## src/rtl/beam_i2s_tx_if.sv

```systemverilog
// Producer-side port bundle for beam_i2s_tx: one stereo sum per accepted transfer.
// A transfer happens on every posedge where in_valid && in_ready; in_valid may be held
// while in_ready is low, and the sample must stay stable until it is accepted.
interface beam_i2s_tx_if #(
    parameter int SUM_WIDTH = 19
);
    logic                        in_valid;
    logic                        in_ready;
    logic signed [SUM_WIDTH-1:0] in_left;
    logic signed [SUM_WIDTH-1:0] in_right;

    modport master (output in_valid, output in_left, output in_right, input in_ready);
    modport slave  (input in_valid, input in_left, input in_right, output in_ready);
endinterface

```

## src/rtl/beam_i2s_tx.sv

```systemverilog
// Beamformer output stage: FIFO of scaled stereo words serialised as I2S, one bit per clk.
// Define BEAM_I2S_TX_SAT_EN to clamp out-of-range words instead of wrapping them.
module beam_i2s_tx #(
    parameter int NUMBER_OF_BITS = 16,
    parameter int SUM_WIDTH      = 19,
    parameter int SHIFT          = 3,
    parameter int SLOT_BITS      = 32,
    parameter int FIFO_DEPTH     = 4
) (
    input  logic                            clk,
    input  logic                            reset,
    beam_i2s_tx_if.slave                    in_if,
    output logic                            ws_out,
    output logic                            sd_out,
    output logic [$clog2(FIFO_DEPTH):0]     fifo_level,
    output logic                            underflow,
    input  logic                            underflow_clr
);
    localparam int CW = $clog2(2 * SLOT_BITS);
    localparam int AW = $clog2(FIFO_DEPTH);
    localparam int LW = AW + 1;
    localparam int IW = $clog2(NUMBER_OF_BITS);
    localparam int EW = 2 * NUMBER_OF_BITS;

`ifdef BEAM_I2S_TX_SAT_EN
    localparam logic signed [SUM_WIDTH-1:0] SAT_MAX = SUM_WIDTH'((2 ** (NUMBER_OF_BITS - 1)) - 1);
    localparam logic signed [SUM_WIDTH-1:0] SAT_MIN = SUM_WIDTH'(-(2 ** (NUMBER_OF_BITS - 1)));
`endif

    function automatic logic [NUMBER_OF_BITS-1:0] convert(input logic signed [SUM_WIDTH-1:0] x);
`ifdef BEAM_I2S_TX_SAT_EN
        logic signed [SUM_WIDTH-1:0] t;
        t = x >>> SHIFT;
        if (t > SAT_MAX) begin
            convert = SAT_MAX[NUMBER_OF_BITS-1:0];
        end else if (t < SAT_MIN) begin
            convert = SAT_MIN[NUMBER_OF_BITS-1:0];
        end else begin
            convert = t[NUMBER_OF_BITS-1:0];
        end
`else
        convert = NUMBER_OF_BITS'(x >>> SHIFT);
`endif
    endfunction

    logic [CW-1:0]             bit_cnt_q, bit_cnt_d;
    logic [AW-1:0]             wr_ptr_q, rd_ptr_q;
    logic [LW-1:0]             count_q;
    logic [EW-1:0]             mem_q [FIFO_DEPTH];
    logic [NUMBER_OF_BITS-1:0] shadow_l_q, shadow_r_q;
    logic                      ws_q, sd_q, underflow_q;

    logic                      full, empty, push, pop, frame_end;
    logic                      right_slot, sd_d;
    logic [CW-1:0]             slot;
    int                        slot_i;
    logic [NUMBER_OF_BITS-1:0] word;
    logic [EW-1:0]             head;

    assign full      = (count_q == LW'(FIFO_DEPTH));
    assign empty     = (count_q == '0);
    assign push      = in_if.in_valid && !full;
    assign frame_end = (bit_cnt_q == CW'(2 * SLOT_BITS - 1));
    assign pop       = frame_end && !empty;
    assign head      = mem_q[rd_ptr_q];

    assign in_if.in_ready = !full;
    assign ws_out         = ws_q;
    assign sd_out         = sd_q;
    assign fifo_level     = count_q;
    assign underflow      = underflow_q;

    // Slot position 0 is the I2S one-bit delay; positions past the word are padding.
    always_comb begin
        bit_cnt_d  = frame_end ? '0 : bit_cnt_q + CW'(1);
        right_slot = (bit_cnt_q >= CW'(SLOT_BITS));
        slot       = right_slot ? bit_cnt_q - CW'(SLOT_BITS) : bit_cnt_q;
        slot_i     = int'(slot);
        word       = right_slot ? shadow_r_q : shadow_l_q;
        sd_d       = 1'b0;
        if (slot_i >= 1 && slot_i <= NUMBER_OF_BITS) begin
            sd_d = word[IW'(NUMBER_OF_BITS - slot_i)];
        end
    end

    // Storage is left unreset; the pointers and count alone define which entries are live.
    always_ff @(posedge clk) begin
        if (push) begin
            mem_q[wr_ptr_q] <= {convert(in_if.in_left), convert(in_if.in_right)};
        end
    end

    always_ff @(posedge clk) begin
        if (reset) begin
            bit_cnt_q   <= '0;
            wr_ptr_q    <= '0;
            rd_ptr_q    <= '0;
            count_q     <= '0;
            shadow_l_q  <= '0;
            shadow_r_q  <= '0;
            ws_q        <= 1'b0;
            sd_q        <= 1'b0;
            underflow_q <= 1'b0;
        end else begin
            bit_cnt_q <= bit_cnt_d;
            ws_q      <= right_slot;
            sd_q      <= sd_d;
            if (push) wr_ptr_q <= wr_ptr_q + AW'(1);
            if (pop)  rd_ptr_q <= rd_ptr_q + AW'(1);
            case ({push, pop})
                2'b10:   count_q <= count_q + LW'(1);
                2'b01:   count_q <= count_q - LW'(1);
                default: count_q <= count_q;
            endcase
            if (frame_end) begin
                if (empty) begin
                    shadow_l_q <= '0;
                    shadow_r_q <= '0;
                end else begin
                    shadow_l_q <= head[EW-1:NUMBER_OF_BITS];
                    shadow_r_q <= head[NUMBER_OF_BITS-1:0];
                end
            end
            // A fresh underflow takes priority over a clear in the same cycle.
            if (frame_end && empty) begin
                underflow_q <= 1'b1;
            end else if (underflow_clr) begin
                underflow_q <= 1'b0;
            end
        end
    end
endmodule

```

## src/flat_wrapper.sv

```systemverilog
// flat-port wrapper written by rule: the top's interface ports become plain ports
module beam_i2s_tx_flat 
#(
    parameter int NUMBER_OF_BITS = 16,
    parameter int SUM_WIDTH      = 19,
    parameter int SHIFT          = 3,
    parameter int SLOT_BITS      = 32,
    parameter int FIFO_DEPTH     = 4
)
  (clk, reset, ws_out, sd_out, fifo_level, underflow, underflow_clr, in_if_in_valid, in_if_in_left, in_if_in_right, in_if_in_ready);
  beam_i2s_tx_if #(.SUM_WIDTH(SUM_WIDTH)) in_if_i ();
  input  logic clk;
  input  logic reset;
  output logic ws_out;
  output logic sd_out;
  output logic [$clog2(FIFO_DEPTH):0] fifo_level;
  output logic underflow;
  input  logic underflow_clr;
  input wire logic [$bits(in_if_i.in_valid)-1:0] in_if_in_valid;
  input wire logic [$bits(in_if_i.in_left)-1:0] in_if_in_left;
  input wire logic [$bits(in_if_i.in_right)-1:0] in_if_in_right;
  output wire logic [$bits(in_if_i.in_ready)-1:0] in_if_in_ready;
  assign in_if_i.in_valid = in_if_in_valid;
  assign in_if_i.in_left = in_if_in_left;
  assign in_if_i.in_right = in_if_in_right;
  assign in_if_in_ready = in_if_i.in_ready;
  beam_i2s_tx #(.NUMBER_OF_BITS(NUMBER_OF_BITS), .SUM_WIDTH(SUM_WIDTH), .SHIFT(SHIFT), .SLOT_BITS(SLOT_BITS), .FIFO_DEPTH(FIFO_DEPTH)) u_core (.clk(clk), .reset(reset), .in_if(in_if_i), .ws_out(ws_out), .sd_out(sd_out), .fifo_level(fifo_level), .underflow(underflow), .underflow_clr(underflow_clr));
endmodule
```

## config.mk

```make
export PLATFORM = sky130hd
export DESIGN_NAME = beam_i2s_tx_flat
export DESIGN_NICKNAME = d
export VERILOG_FILES = /design/src/rtl/beam_i2s_tx_if.sv /design/src/rtl/beam_i2s_tx.sv /design/src/flat_wrapper.sv
export SDC_FILE = /design/constraint.sdc
export NUM_CORES = 1
export LEC_CHECK = 0
export CAP_MARGIN = 20
export CELL_PAD_IN_SITES_DETAIL_PLACEMENT = 1
export CELL_PAD_IN_SITES_GLOBAL_PLACEMENT = 1
export CORE_ASPECT_RATIO = 0.75
export CORE_UTILIZATION = 38
export CTS_CLUSTER_DIAMETER = 80
export DETAILED_ROUTE_END_ITERATION = 16
export PLACE_DENSITY = 0.65
export SYNTH_ARGS = -nofsm -noshare
export SYNTH_HDL_FRONTEND = slang
export SYNTH_SLANG_ARGS = --single-unit
```

## constraint.sdc

```tcl
create_clock -name clk -period 7.95 [get_ports clk]
set_clock_uncertainty 0.2 [all_clocks]
set_input_delay 2.385 -clock clk [delete_from_list [all_inputs] [get_ports clk]]
set_output_delay 2.385 -clock clk [all_outputs]
set_load 0.02 [all_outputs]
```

==> run_results.csv <==
group,metric,value,unit
critical_path,crit_type,"flop to output pin",
yosys,synth.avg_cell_area,18.29,sq um
power_and_ir_drop,peakVddDrop,0.1867,mV
sta,maxSlewHeadroom,34.77,%
critical_path,cp-start-kind,"flop",
detailed_routing,drc,0,
cts,hold_buffers,0,
sta,rsz0062_at_grt,"false",
power_and_ir_drop,switching_share,22.04,%
yosys,synth_enable_flop_cells,128,
sta,finalSetupViolCount,0,
sta,timing.hold.ws,281.8,ps
detailed_routing,first_iter_violations,146,
yosys,synth_area_leader_cell,"edfxtp_1",
die,dieArea,18550,sq um
cts,cts_buffer_depth,2,
power_and_ir_drop,p_leak,0.002656,uW
yosys,synth_cells,374,
placement,routabilityCongestion,0.6924,
die,fp.dieH,118.2,um
sta,hold_viol_final,0,
global_routing,grt_max_degree,33,
cts,cts.clk_slew.worst_paths,70,ps
die,ioPinCount,49,
critical_path,critical_path_required,5370,ps
sta,fmax,231.9,MHz
outcome,status,"completed",
critical_path,slowest_stage,"clkdlybuf4s50_1",
yosys,ys_ff_latch,178,
sta,tightest_slew,975.4,ps
power_and_ir_drop,p_switching,428.9,uW
sta,finalSetupTns,0,ps
global_routing,grt_usage,15.99,%
placement,io_buffers,42,
die,dieWidth,156.9,um
detailed_routing,firstDrtPassIters,4,
yosys,synth_commonest_cells,"128 x edfxtp_1, 50 x dfxtp_1, 35 x mux4_2",
die,core-area,17600,sq um
global_routing,grt_pass1_vias,3801,
global_routing,grt_pass1_wl,21310,um
power_and_ir_drop,clock_power_share,40.7,%
final_layout,drive_gt1_share,19.22,%
global_routing,grt-ovfl-total,0,
sta,slew_viol_final,0,
cts,tritoncts,"built",
yosys,syn_nets,425,
power_and_ir_drop,p_int,1517,uW
yosys,synth_top_area_share,56.18,%
power_and_ir_drop,p_per_area,241.5,nW/um^2
cts,cts_inserted_buffers,17,
yosys,synth_ff_type,"edfxtp_1",
power_and_ir_drop,seqPwrFrac,53.7,%
yosys,yosys.cell_types.count,44,
cts,clock-sinks,178,
final_layout,fill_cells,1678,
critical_path,cp_cell_sequence,"inv_1 > nand3_1 > clkdlybuf4s50_1",
min_path,hold-path-endpoint,"u_core.shadow_l_q[8]$_SDFFE_PP0N_",
die,start_util,38.86,%
cts,worstSkewPairLatency,420,ps
detailed_routing,wl_per_cell,19.83,um
critical_path,cp.arrival,1730,ps
placement,postPlaceCellArea,7497,sq um
critical_path,ff2ff_path_depth,9,
cts,ctsHtreeMaxLevel,4,
detailed_routing,vias_per_cell,5.081,
final_layout,final_nets,475,
run,drv_cap,0,
critical_path,worstPathMaxFanout,6,
final_layout,syn2layout_area_growth,17.78,%
global_routing,antenna_found_initial,0,
yosys,yosys_warnings,0,
critical_path,rr_startpoint,"u_core.bit_cnt_q[0]$_SDFF_PP0_",
yosys,yosys-top-cells-area,"edfxtp_1 56%, dfxtp_1 15%, mux4_2 12%",
cts,cts_setup_buffers,0,
sta,post-route-period-util,54.25,%
min_path,hp-class,"flop to flop",
power_and_ir_drop,pwr-share-comb,5.6,%
sta,finalCriticalPeriod,4313,ps
detailed_routing,drtAntennaViolNets,0,
placement,dp_hpwl,8131,um
min_path,worstHoldStart,"u_core.shadow_l_q[8]$_SDFFE_PP0N_",
yosys,synthArstFlopShare,0,%
yosys,synth_area,6842,sq um
yosys,ys_seq_area_share,70.81,%
critical_path,rrSetupSlack,4700,ps
die,rows,42,
cts,root_buffer,"clkbuf_16",
final_layout,finalInstanceArea,8058,sq um
min_path,hold_depth,1,
final_layout,num_antenna_cells,0,
detailed_routing,routed-via-count,3450,
cts,ctsResizeCount,0,
yosys,yosysMostFrequentCell,"edfxtp_1",
critical_path,endpoint_kind,"output pin",
critical_path,critical_path.max_stage_delay,640,ps
detailed_routing,drt-total-wl,13470,um
critical_path,r2r_end,"u_core.fifo_level[2]$_SDFFE_PP0P_",
[state kept, by name (all words and copies together), names as in the netlist, 2 cells and up, named ones only]
signal,flops
u_core.shadow_r_q,16
u_core.bit_cnt_q,6
u_core.wr_ptr_q,2
u_core.rd_ptr_q,2
u_core.mem_q,128
u_core.shadow_l_q,16
u_core.fifo_level,3
[power by group through the flow]
stage	Clock [uW]	Combinational, uW	Sequential [uW]
after global placement	0	107	1060
after global routing	848	119	1050
final	792	110	1040
after detailed placement	0	112	1070
after CTS	816	112	1050
after floorplan	0	60.7	1060
[worst max-delay path by stage]
| stage | start | depth (start not counted) | slack [ps] | end |
|---|---|---|---|---|
| 4_1_cts | u_core.fifo_level[0]$_SDFFE_PP0P_ | 3 | 3610 | in_if_in_ready |
| 5_1_grt | u_core.fifo_level[0]$_SDFFE_PP0P_ | 3 | 3520 | in_if_in_ready |
| 2_1_floorplan | in_if_in_valid | 8 | 3930 | u_core.fifo_level[2]$_SDFFE_PP0P_ |
| 6_report | u_core.fifo_level[0]$_SDFFE_PP0P_ | 3 | 3640 | in_if_in_ready |
| 3_3_place_gp | in_if_in_valid | 9 | 3360 | u_core.fifo_level[2]$_SDFFE_PP0P_ |
| 3_5_place_dp | in_if_in_valid | 9 | 3320 | u_core.fifo_level[2]$_SDFFE_PP0P_ |
[worst max-delay path, delay by kind of cell, from the launching register on]
kind | cells | cell delay (ps)
buffers and inverters | 2 | 740
DFF | 1 | 400
and+or+nand+nor | 1 | 180
[per-layer routing]
layer  GRT usage [%]  wire length (um)  vias up
met2           25.67              6522       53
met1           20.93              6321     1806
met3           4.510               495       10
met5               0                 0        -
li1                -                 -     1581
met4           5.147               127        0
[metrics by stage]
step,setup WS (ps),total power (uW),util (%),instances
5_1_grt,3524,2014,45.77,679
2_1_floorplan,3935,1122,-,374
3_3_place_gp,3362,1169,42.59,647
4_1_cts,3605,1973,45.77,679
6_report,3637,1946,45.77,679
3_5_place_dp,3317,1177,42.59,647
[kinds of logic after synthesis]
family	share of synthesized area, %
adders and majority gates	1.756
muxes	13.81
and+or+nand+nor	4.389
DFF	70.81
xor gates and xnor gates	1.280
buffers and inverters	2.597
AOI/OAI and AO/OA	5.359
[final cells by class]
cell class	instances	area (sq um)	area share, %
Inverter	11	41.29	0.5124
Multi-Input combinational cell	165	1819	22.58
Sequential cell	178	4846	60.14
Clock inverter	13	127.6	1.584
Tap cell	242	302.8	3.758
Timing Repair Buffer	51	488.0	6.056
Clock buffer	19	432.9	5.373
[cells in the final DEF, fill, tap and decap left out, types with 4 or more instances in the layout]
cell type and n:
a21oi_1 4, a22o_1 21, a22oi_1 11, and3_1 4, buf_4 9, clkbuf_16 17
clkdlybuf4s50_1 42, clkinvlp_4 4, dfxtp_1 49, edfxtp_1 128, ha_1 8, inv_1 9
mux2i_1 4, mux4_1 4, mux4_2 35, nand2_1 5, nand3_1 4, nor2_1 29
xnor2_1 5, xor2_1 5
(Power assumes the default switching activity.)
